<file path="config.mk">
export PLATFORM = sky130hd
export DESIGN_NAME = secded_codec
export DESIGN_NICKNAME = d
export VERILOG_FILES = /design/src/rtl/secded_codec_pkg.sv /design/src/rtl/secded_codec_parity_tree.sv /design/src/rtl/secded_codec.sv
export SDC_FILE = /design/constraint.sdc
export NUM_CORES = 1
export LEC_CHECK = 0
export CORE_MARGIN = 2
export CORE_UTILIZATION = 38
export CTS_CLUSTER_SIZE = 14
export DETAILED_ROUTE_END_ITERATION = 8
export PLACE_DENSITY_LB_ADDON = 0.05
export SYNTH_ARGS = -nofsm -noshare
export SYNTH_HDL_FRONTEND = slang
export SYNTH_SLANG_ARGS = --single-unit
</file>
<file path="constraint.sdc">
create_clock -name clk -period 3.75 [get_ports clk]
set_clock_uncertainty 0.15 [all_clocks]
set_input_delay 1.125 -clock clk [delete_from_list [all_inputs] [get_ports clk]]
set_output_delay 1.125 -clock clk [all_outputs]
set_load 0.05 [all_outputs]
</file>
<file path="src/rtl/secded_codec_pkg.sv">
// Shared definitions for the SEC-DED codec: op codes, decode classes and
// the Hamming layout helpers used to size and wire the datapath.
package secded_codec_pkg;

  typedef enum logic {
    OP_ENCODE = 1'b0,
    OP_DECODE = 1'b1
  } op_e;

  typedef enum logic [1:0] {
    CLS_CLEAN  = 2'd0,
    CLS_CORR   = 2'd1,
    CLS_UNCORR = 2'd2
  } cls_e;

  // Smallest r with 2**r >= data_w + r + 1.
  function automatic int secded_par_w(input int data_w);
    int r;
    r = 1;
    while ((1 << r) < (data_w + r + 1)) r++;
    return r;
  endfunction

  function automatic bit secded_is_pow2(input int p);
    return (p > 0) && ((p & (p - 1)) == 0);
  endfunction

  // Hamming position (1-based) of data bit idx: data fills the
  // non-power-of-2 positions in increasing order, LSB first.
  function automatic int secded_data_pos(input int idx);
    int pos;
    int cnt;
    pos = 0;
    cnt = -1;
    while (cnt < idx) begin
      pos++;
      if (!secded_is_pow2(pos)) cnt++;
    end
    return pos;
  endfunction

endpackage

</file>
<file path="src/rtl/secded_codec_parity_tree.sv">
// Combinational parity tree: bit k of the result is the XOR of every
// Hamming position whose index has bit k set. With zeros at the parity
// positions this yields the encode parity; on a received frame it yields
// the syndrome directly.
module secded_codec_parity_tree
  import secded_codec_pkg::*;
#(
  parameter  int DATA_W = 11,
  localparam int PAR_W  = secded_par_w(DATA_W),
  localparam int NPOS   = DATA_W + PAR_W
) (
  input  logic [NPOS-1:0]  pos_i,
  output logic [PAR_W-1:0] par_o
);

  for (genvar gi = 0; gi < PAR_W; gi++) begin : g_par
    logic [NPOS-1:0] mask;
    // position gj+1 participates in check gi when that index bit is set
    for (genvar gj = 0; gj < NPOS; gj++) begin : g_pos
      assign mask[gj] = (((gj + 1) >> gi) & 1) != 0;
    end
    assign par_o[gi] = ^(pos_i & mask);
  end

endmodule

</file>
<file path="src/rtl/secded_codec.sv">
// Two-stage pipelined Hamming SEC-DED encoder/decoder with valid/ready
// flow control, saturating error counters and a sticky uncorrectable irq.
module secded_codec
  import secded_codec_pkg::*;
#(
  parameter  int DATA_W  = 11,
  parameter  int CNT_W   = 16,
  localparam int PAR_W   = secded_par_w(DATA_W),
  localparam int FRAME_W = DATA_W + PAR_W + 1
) (
  input  logic               clk,
  input  logic               rst,
  input  logic               in_valid,
  output logic               in_ready,
  input  logic               in_op,
  input  logic [DATA_W-1:0]  in_packet,
  input  logic [FRAME_W-1:0] in_frame,
  output logic               out_valid,
  input  logic               out_ready,
  output logic               out_op,
  output logic [FRAME_W-1:0] out_codeword,
  output logic [DATA_W-1:0]  out_data,
  output logic               out_corr,
  output logic               out_uncorr,
  output logic [CNT_W-1:0]   cnt_corr,
  output logic [CNT_W-1:0]   cnt_uncorr,
  input  logic               cnt_clr,
  output logic               irq,
  input  logic               irq_clr
);

  localparam int NPOS = FRAME_W - 1;
  localparam logic [PAR_W-1:0] MAX_SYN = PAR_W'(NPOS);
  localparam logic [NPOS-1:0]  NPOS_ONE = NPOS'(1);

  // Flow control
  logic s1_adv, in_fire, out_fire;

  // Stage 1 registers
  logic              s1_valid_q;
  logic              s1_op_q;
  logic [NPOS-1:0]   s1_pos_q;
  logic [PAR_W-1:0]  s1_par_q;
  logic              s1_o2_q;

  // Stage 2 registers (the visible result)
  logic               s2_valid_q;
  logic               s2_op_q;
  logic [FRAME_W-1:0] s2_codeword_q, s2_codeword_d;
  logic [DATA_W-1:0]  s2_data_q, s2_data_d;
  logic               s2_corr_q, s2_corr_d;
  logic               s2_uncorr_q, s2_uncorr_d;

  // Counters and irq
  logic [CNT_W-1:0] cnt_corr_q, cnt_corr_d;
  logic [CNT_W-1:0] cnt_uncorr_q, cnt_uncorr_d;
  logic             irq_q, irq_d;

  // Datapath nets
  logic [NPOS-1:0]   enc_pos;
  logic [NPOS-1:0]   s1_pos_mux;
  logic [PAR_W-1:0]  s1_par;
  logic [NPOS-1:0]   enc_cw;
  logic [NPOS-1:0]   dec_pos;
  logic [DATA_W-1:0] dec_data;
  cls_e              cls;

  assign s1_adv    = !s2_valid_q || out_ready;
  assign in_ready  = !s1_valid_q || s1_adv;
  assign in_fire   = in_valid && in_ready;
  assign out_fire  = s2_valid_q && out_ready;

  // Scatter/gather between packet bits and Hamming positions
  for (genvar gi = 0; gi < DATA_W; gi++) begin : g_data
    localparam int P = secded_data_pos(gi) - 1;
    assign enc_pos[P]  = in_packet[gi];
    assign enc_cw[P]   = s1_pos_q[P];
    assign dec_data[gi] = dec_pos[P];
  end

  for (genvar gi = 0; gi < PAR_W; gi++) begin : g_parpos
    localparam int P = (1 << gi) - 1;
    assign enc_pos[P] = 1'b0;
    assign enc_cw[P]  = s1_par_q[gi];
  end

  assign s1_pos_mux = (in_op == OP_ENCODE) ? enc_pos : in_frame[NPOS-1:0];

  secded_codec_parity_tree #(
    .DATA_W (DATA_W)
  ) u_parity_tree (
    .pos_i (s1_pos_mux),
    .par_o (s1_par)
  );

  // Classify the registered syndrome and apply the single-bit correction
  always_comb begin
    cls = CLS_CLEAN;
    if (s1_par_q > MAX_SYN)
      cls = CLS_UNCORR;
    else if (s1_o2_q)
      cls = CLS_CORR;
    else if (s1_par_q != '0)
      cls = CLS_UNCORR;
    dec_pos = s1_pos_q;
    if (cls == CLS_CORR && s1_par_q != '0)
      dec_pos = s1_pos_q ^ (NPOS_ONE << (s1_par_q - PAR_W'(1)));
  end

  // Build the stage-2 result; fields not belonging to the op read 0
  always_comb begin
    s2_codeword_d = '0;
    s2_data_d     = '0;
    s2_corr_d     = 1'b0;
    s2_uncorr_d   = 1'b0;
    if (s1_op_q == OP_ENCODE) begin
      s2_codeword_d = {^enc_cw, enc_cw};
    end else begin
      s2_data_d   = dec_data;
      s2_corr_d   = (cls == CLS_CORR);
      s2_uncorr_d = (cls == CLS_UNCORR);
    end
  end

  // Pipeline registers: S1 loads on input handshake, S2 on advance
  always_ff @(posedge clk or posedge rst) begin
    if (rst) begin
      s1_valid_q    <= 1'b0;
      s1_op_q       <= 1'b0;
      s1_pos_q      <= '0;
      s1_par_q      <= '0;
      s1_o2_q       <= 1'b0;
      s2_valid_q    <= 1'b0;
      s2_op_q       <= 1'b0;
      s2_codeword_q <= '0;
      s2_data_q     <= '0;
      s2_corr_q     <= 1'b0;
      s2_uncorr_q   <= 1'b0;
    end else begin
      if (in_ready) s1_valid_q <= in_valid;
      if (in_fire) begin
        s1_op_q  <= in_op;
        s1_pos_q <= s1_pos_mux;
        s1_par_q <= s1_par;
        s1_o2_q  <= ^in_frame;
      end
      if (s1_adv) begin
        s2_valid_q <= s1_valid_q;
        if (s1_valid_q) begin
          s2_op_q       <= s1_op_q;
          s2_codeword_q <= s2_codeword_d;
          s2_data_q     <= s2_data_d;
          s2_corr_q     <= s2_corr_d;
          s2_uncorr_q   <= s2_uncorr_d;
        end
      end
    end
  end

  // Saturating counters (clear wins) and sticky irq (set wins)
  always_comb begin
    cnt_corr_d   = cnt_corr_q;
    cnt_uncorr_d = cnt_uncorr_q;
    irq_d        = irq_q;
    if (cnt_clr) begin
      cnt_corr_d   = '0;
      cnt_uncorr_d = '0;
    end else begin
      if (out_fire && s2_corr_q && cnt_corr_q != '1)
        cnt_corr_d = cnt_corr_q + CNT_W'(1);
      if (out_fire && s2_uncorr_q && cnt_uncorr_q != '1)
        cnt_uncorr_d = cnt_uncorr_q + CNT_W'(1);
    end
    if (irq_clr) irq_d = 1'b0;
    if (out_fire && s2_uncorr_q) irq_d = 1'b1;
  end

  // Counter and irq state
  always_ff @(posedge clk or posedge rst) begin
    if (rst) begin
      cnt_corr_q   <= '0;
      cnt_uncorr_q <= '0;
      irq_q        <= 1'b0;
    end else begin
      cnt_corr_q   <= cnt_corr_d;
      cnt_uncorr_q <= cnt_uncorr_d;
      irq_q        <= irq_d;
    end
  end

  assign out_valid    = s2_valid_q;
  assign out_op       = s2_op_q;
  assign out_codeword = s2_codeword_q;
  assign out_data     = s2_data_q;
  assign out_corr     = s2_corr_q;
  assign out_uncorr   = s2_uncorr_q;
  assign cnt_corr     = cnt_corr_q;
  assign cnt_uncorr   = cnt_uncorr_q;
  assign irq          = irq_q;

endmodule

</file>
### Word level (Yosys, flattened, before mapping)

Index checks and enable logic that the tools add are counted.

* add/sub/neg operators: 3
* $lt $le $gt $ge: 1
* equality and inequality tests: 4
* shift-type cells: 1
* multiplexer cells: 15
* bitwise logic cells: 1
* reduce and logical (&&, ||, !) cells: 22

Operators with widths (number)
* $mux W16: 5
* $reduce_xor A15 Y1: 5
* $add A16 B1 Y16 const B: 2
* $ne A16 B16 Y1 const B: 2
* $mux W15: 2
* $reduce_xor A16 Y1: 1
* $shl A1 B4 Y15 const A: 1
* $xor A15 B15 Y15: 1
* $mux W11: 1
* $logic_and A1 B1 Y1: 7
* $mux W2: 3
* $reduce_bool A2 Y1: 3
* $gt A4 B4 Y1 const B: 1
* $mux W1: 4
* $reduce_bool A4 Y1: 1
* $sub A4 B1 Y4 const B: 1
* $eq A2 B1 Y1 const B: 1
* $eq A2 B2 Y1 const B: 1
* $logic_not A1 Y1: 2
* $logic_or A1 B1 Y1: 2
* $reduce_and A2 Y1: 1

* bits in registers: 86
* input bits: 34
* output and inout bits: 65
* logic and storage cells: 61

### Longest topological paths before layout

* depth after elaboration: 8
* depth in mapped cells: 7
* mapped depth without buffers: 7

### Modules after synthesis

From an unflattened synthesis, not the netlist that was laid out.

* cells, all modules: 448
* area total of the unflattened synthesis: 4600.7 sq um

Modules (own cells, without submodules)
* secded_codec: times used 1, cells an instance 428, area each 4390.5 sq um, sequential area each 2052.0 sq um
* secded_codec_parity_tree: times used 1, cells an instance 20, area each 210.2 sq um, sequential area each 0.0 sq um

### Worst setup path before layout

No wires, ideal clock.

* path type: input to output
* from: input out_ready
* to: output in_ready
* arrival time: 1614 ps
* data required time: 2475 ps
* setup slack: 861 ps
* stages on the path: 1
* path buffers: 0
* cell sequence: nand3b_1

* cells in the longest elaborated chain, start to end: 2

Ends and longest elaborated chain
* from (decl): RTL line secded_codec.sv:19 `input logic out_ready,`
* $logic_or A1 B1 Y1: RTL line secded_codec.sv:68 `assign s1_adv = !s2_valid_q || out_ready;`
* $logic_or A1 B1 Y1: RTL line secded_codec.sv:69 `assign in_ready = !s1_valid_q || s1_adv;`
* to (decl): RTL line secded_codec.sv:14 `output logic in_ready,`

Every way passes these cells.

### Final worst setup path

Ends and elaborated chain as after synthesis.

==> summary.md <==
| Metric | Value |
|---|---|
| Largest net degree at the start of global routing | `83` |
| Crit Path Max Fanout | `4` |
| Max clock buf depth | `2` |
| Worst VDD drop | `308 uV` |
| Worst path depth | `3` |
| Die area | `between 10000 and 15000 um2` |
| DP HPWL | `between 7000 and 8000 um` |
| Register bit total from synthesis | `between 80 and 90` |
| CTS buffer count | `9` |
| Synth Flop Type | `dfrtp_1` |
| Setup Viol. Count Final | `0` |
| HP Class | `reg2reg` |
| Buf/Inv on CP | `2` |
| RR Endpoint | `out_data[4]` |
| Register-to-register setup slack | `1.61 ns` |
| Number of global-route vias before repair | `3411` |
| Antenna violations before repair | `0` |
| DRC | `0` |
| Port Buffers | `98` |
| RSZ-0062 raised after global routing | `false` |
| Cells along the critical path | `clkdlybuf4s50_1 > nand3b_1 > buf_12` |
| Worst slew margin | `55.3%` |
| Area grow syn2layout | `30.7%` |
| Max incr delay on CP | `0.48 ns` |
| Crit-path leading delay family | `buffers and inverters` |
| Leak | `2.46 nW` |
| Crit. End Element | `output pin` |
| Worst setup path category | `in2out` |
| CP required | `2.47 ns` |
| Critical Path Slowest Stage Cell | `clkdlybuf4s50_1` |
| Hold Fails Final Rpt | `0` |
| Post-CTS sizing | `0` |
| Post-DRT Antenna Nets | `0` |
| Routed Wire Length | `around 10000 um` |
| Syn Inst Count | `472` |
| Cell taking the most area after synthesis | `dfrtp_1` |
| Clock Power Share | `between 20% and 30%` |
| FFs w/ async S/R, synth | `100%` |
| Starting Density | `approximately two fifths` |
| Vias/cell | `about 4.9` |
| FP Rows | `40` |
| Post-Syn Area | `4650 um2` |
| Avg Cell Area, Syn | `9.85 um2` |
| CP startpoint kind | `input pin` |
| Outcome | `finished clean` |
| Final core occ | `50.8%` |
| CTS Sinks | `82` |
| Seq pwr share | `37.1%` |
| Yosys Warn Count | `0` |
| Synth cell types | `49` |
| Post-Syn Nets | `between 500 and 600` |
| R2R cell count | `7` |
| GRT overflow | `0` |
| First-pass GRT wire length | `between 15000 and 20000 um` |
| Final #Nets | `approximately 610` |
| GRT Resource Usage Total | `16.9%` |
| CP Launch Point | `out_ready` |
| Pwr dens | `510 nW/um2` |
| Area fraction of the dominant cell type after synthesis | `44.1%` |
| Core area | `~12000 um2` |
| R2R Path Start | `s1_par_q[0]` |
| Most frequent cells in the layout | `clkdlybuf4s50_1, dfrtp_1, xnor2_1, nand2_1` |
| Data arrival, critical path | `2.12 ns` |
| Gate power share | `between 30% and 40%` |
| Clk_lat worst skew | `roughly 0.34 ns` |
| Post-synth EDFFs | `0` |
| Die width | `115 um` |
| Worst setup endpoint | `in_ready` |
| CTS Hold Bufs | `0` |
| Max-Cap Viols | `0` |
| Die span in y | `115 um` |
| Fraction of layout cells with a size suffix above 1 | `under 10%` |
| Sw Share | `36.5%` |
| Drt first pass iters | `4` |
| Postcts setup bufs | `0` |
| Vias | `3526` |
| CTS tree | `done` |
| Max Transition Viols Final | `0` |
| Fill cells | `1161` |
| Fin crit share | `90.5%` |
| Root Buffer | `clkbuf_16` |
| H-tree Lvls | `3` |
| Antenna diodes | `0` |
| Ranking of synthesized cells by area | `dfrtp_1, xnor2_1, xor2_1, nand2_1, mux2i_1` |
| Slew @ Worst Pin | `between 0.6 and 0.7 ns` |
| Starting DRT DRC Count | `197` |
| Hold Worst Slack | `0.327 ns` |
| FMAX | `0.295 GHz` |
| Placer Congestion | `0.825` |
| Sw Pwr | `1.13 mW` |
| # IOs | `99` |
| Clk slew on worst S/H paths | `0.05 ns` |
| P_int | `1.97 mW` |
| Post-synthesis sequential area ratio | `between 40% and 50%` |
| TNS Setup | `0 ns` |
| Most common cell after layout, fill and taps aside | `clkdlybuf4s50_1` |
| Min cycle time layout | `3.39 ns` |
| DR WL/cell | `14.6 um` |
-- power groups by stage --
| stage | Combinational (mW) | Sequential [mW] | Clock [mW] |
|---|---|---|---|
| after global placement | 1.13 | 1.17 | 0 |
| after global routing | 1.22 | 1.17 | 0.897 |
| after floorplan | 0.577 | 1.38 | 0 |
| after detailed placement | 1.14 | 1.17 | 0 |
| final | 1.13 | 1.15 | 0.827 |
| after CTS | 1.14 | 1.16 | 0.860 |
-- flip-flops by register name, summed over array words and instances (netlist names), 4 cells and up --
signal,count
out_data,11
out_codeword,16
s1_pos_q,11
cnt_uncorr,16
cnt_corr,16
s1_par_q,4
-- how the worst min path moves through the flow --
stage,start,endpoint,slack (ns),cells after the start
after floorplan,s1_valid_q,out_valid,0.33,1
after global placement,out_codeword[13],out_codeword[13],0.31,2
after detailed placement,out_op,out_op,0.32,2
after CTS,out_codeword[15],out_codeword[15],0.34,2
after global routing,out_data[3],out_data[3],0.36,2
final,out_codeword[15],out_codeword[15],0.33,2
-- metal layers --
layer  track usage (%)  part of all wire, %  up-vias
met5                 0                    0        -
met4              5.37                  1.5        0
met3              4.39                  3.9       12
met2              28.2                   49       72
met1              21.5                   45     1650
li1                  -                    -     1792
-- area by class of cell --
type / instances / area, um2 / share of cell area [%]
multi-input cells: 361 / 2480 / 40.8
well taps: 147 / 184 / 3.03
flip-flops and latches: 82 / 2050 / 33.8
repair buffers: 104 / 1050 / 17.3
clock inverters: 2 / 10.0 / 0.165
inverters: 7 / 27.5 / 0.453
clock buffers: 14 / 274 / 4.51
-- logic make-up (layout without fill, tap and decap cells) --
logic type | count (synthesis) | in the layout | synth area share, %
xor+xnor | 94 | 94 | 19.1
compound gates | 66 | 66 | 8.31
fa+ha+maj | 7 | 7 | 1.88
mux | 20 | 20 | 4.39
buf+inv | 29 | 127 | 2.53
simple gates | 174 | 174 | 19.7
flops | 82 | 82 | 44.1
-- cells in the mapped netlist (all sizes together) (6+ instances only) --
| master | number |
|---|---|
| xor2 | 28 |
| nand2b | 16 |
| o21ai | 46 |
| dfrtp | 82 |
| nor3 | 18 |
| nand4 | 8 |
| nand3 | 20 |
| buf | 6 |
| ha | 7 |
| nor2 | 34 |
| nand2 | 57 |
| mux2i | 17 |
| xnor2 | 63 |
| clkbuf | 16 |
| inv | 7 |
-- worst register-to-register path, stage by stage (launching register included) --
cell	delay [ns]
dfrtp_1	0.46
inv_1	0.17
ha_1	0.25
or3b_1	0.45
nand3_1	0.16
nor3_1	0.07
xnor2_1	0.21
o21ai_1	0.07
-- metrics by stage --
| stage | setup WS (ns) | cell area, um2 | power [mW] | std cells |
|---|---|---|---|---|
| global route | 0.299 | 6080 | 3.29 | 717 |
| floorplan | 0.367 | 4650 | 1.96 | 472 |
| detailed placement | 0.336 | 5790 | 2.31 | 701 |
| finish | 0.356 | 6080 | 3.10 | 717 |
| global placement | 0.323 | 5790 | 2.30 | 701 |
| CTS | 0.320 | 6080 | 3.16 | 717 |
No activity file was read; power rests on OpenSTA's default activity.
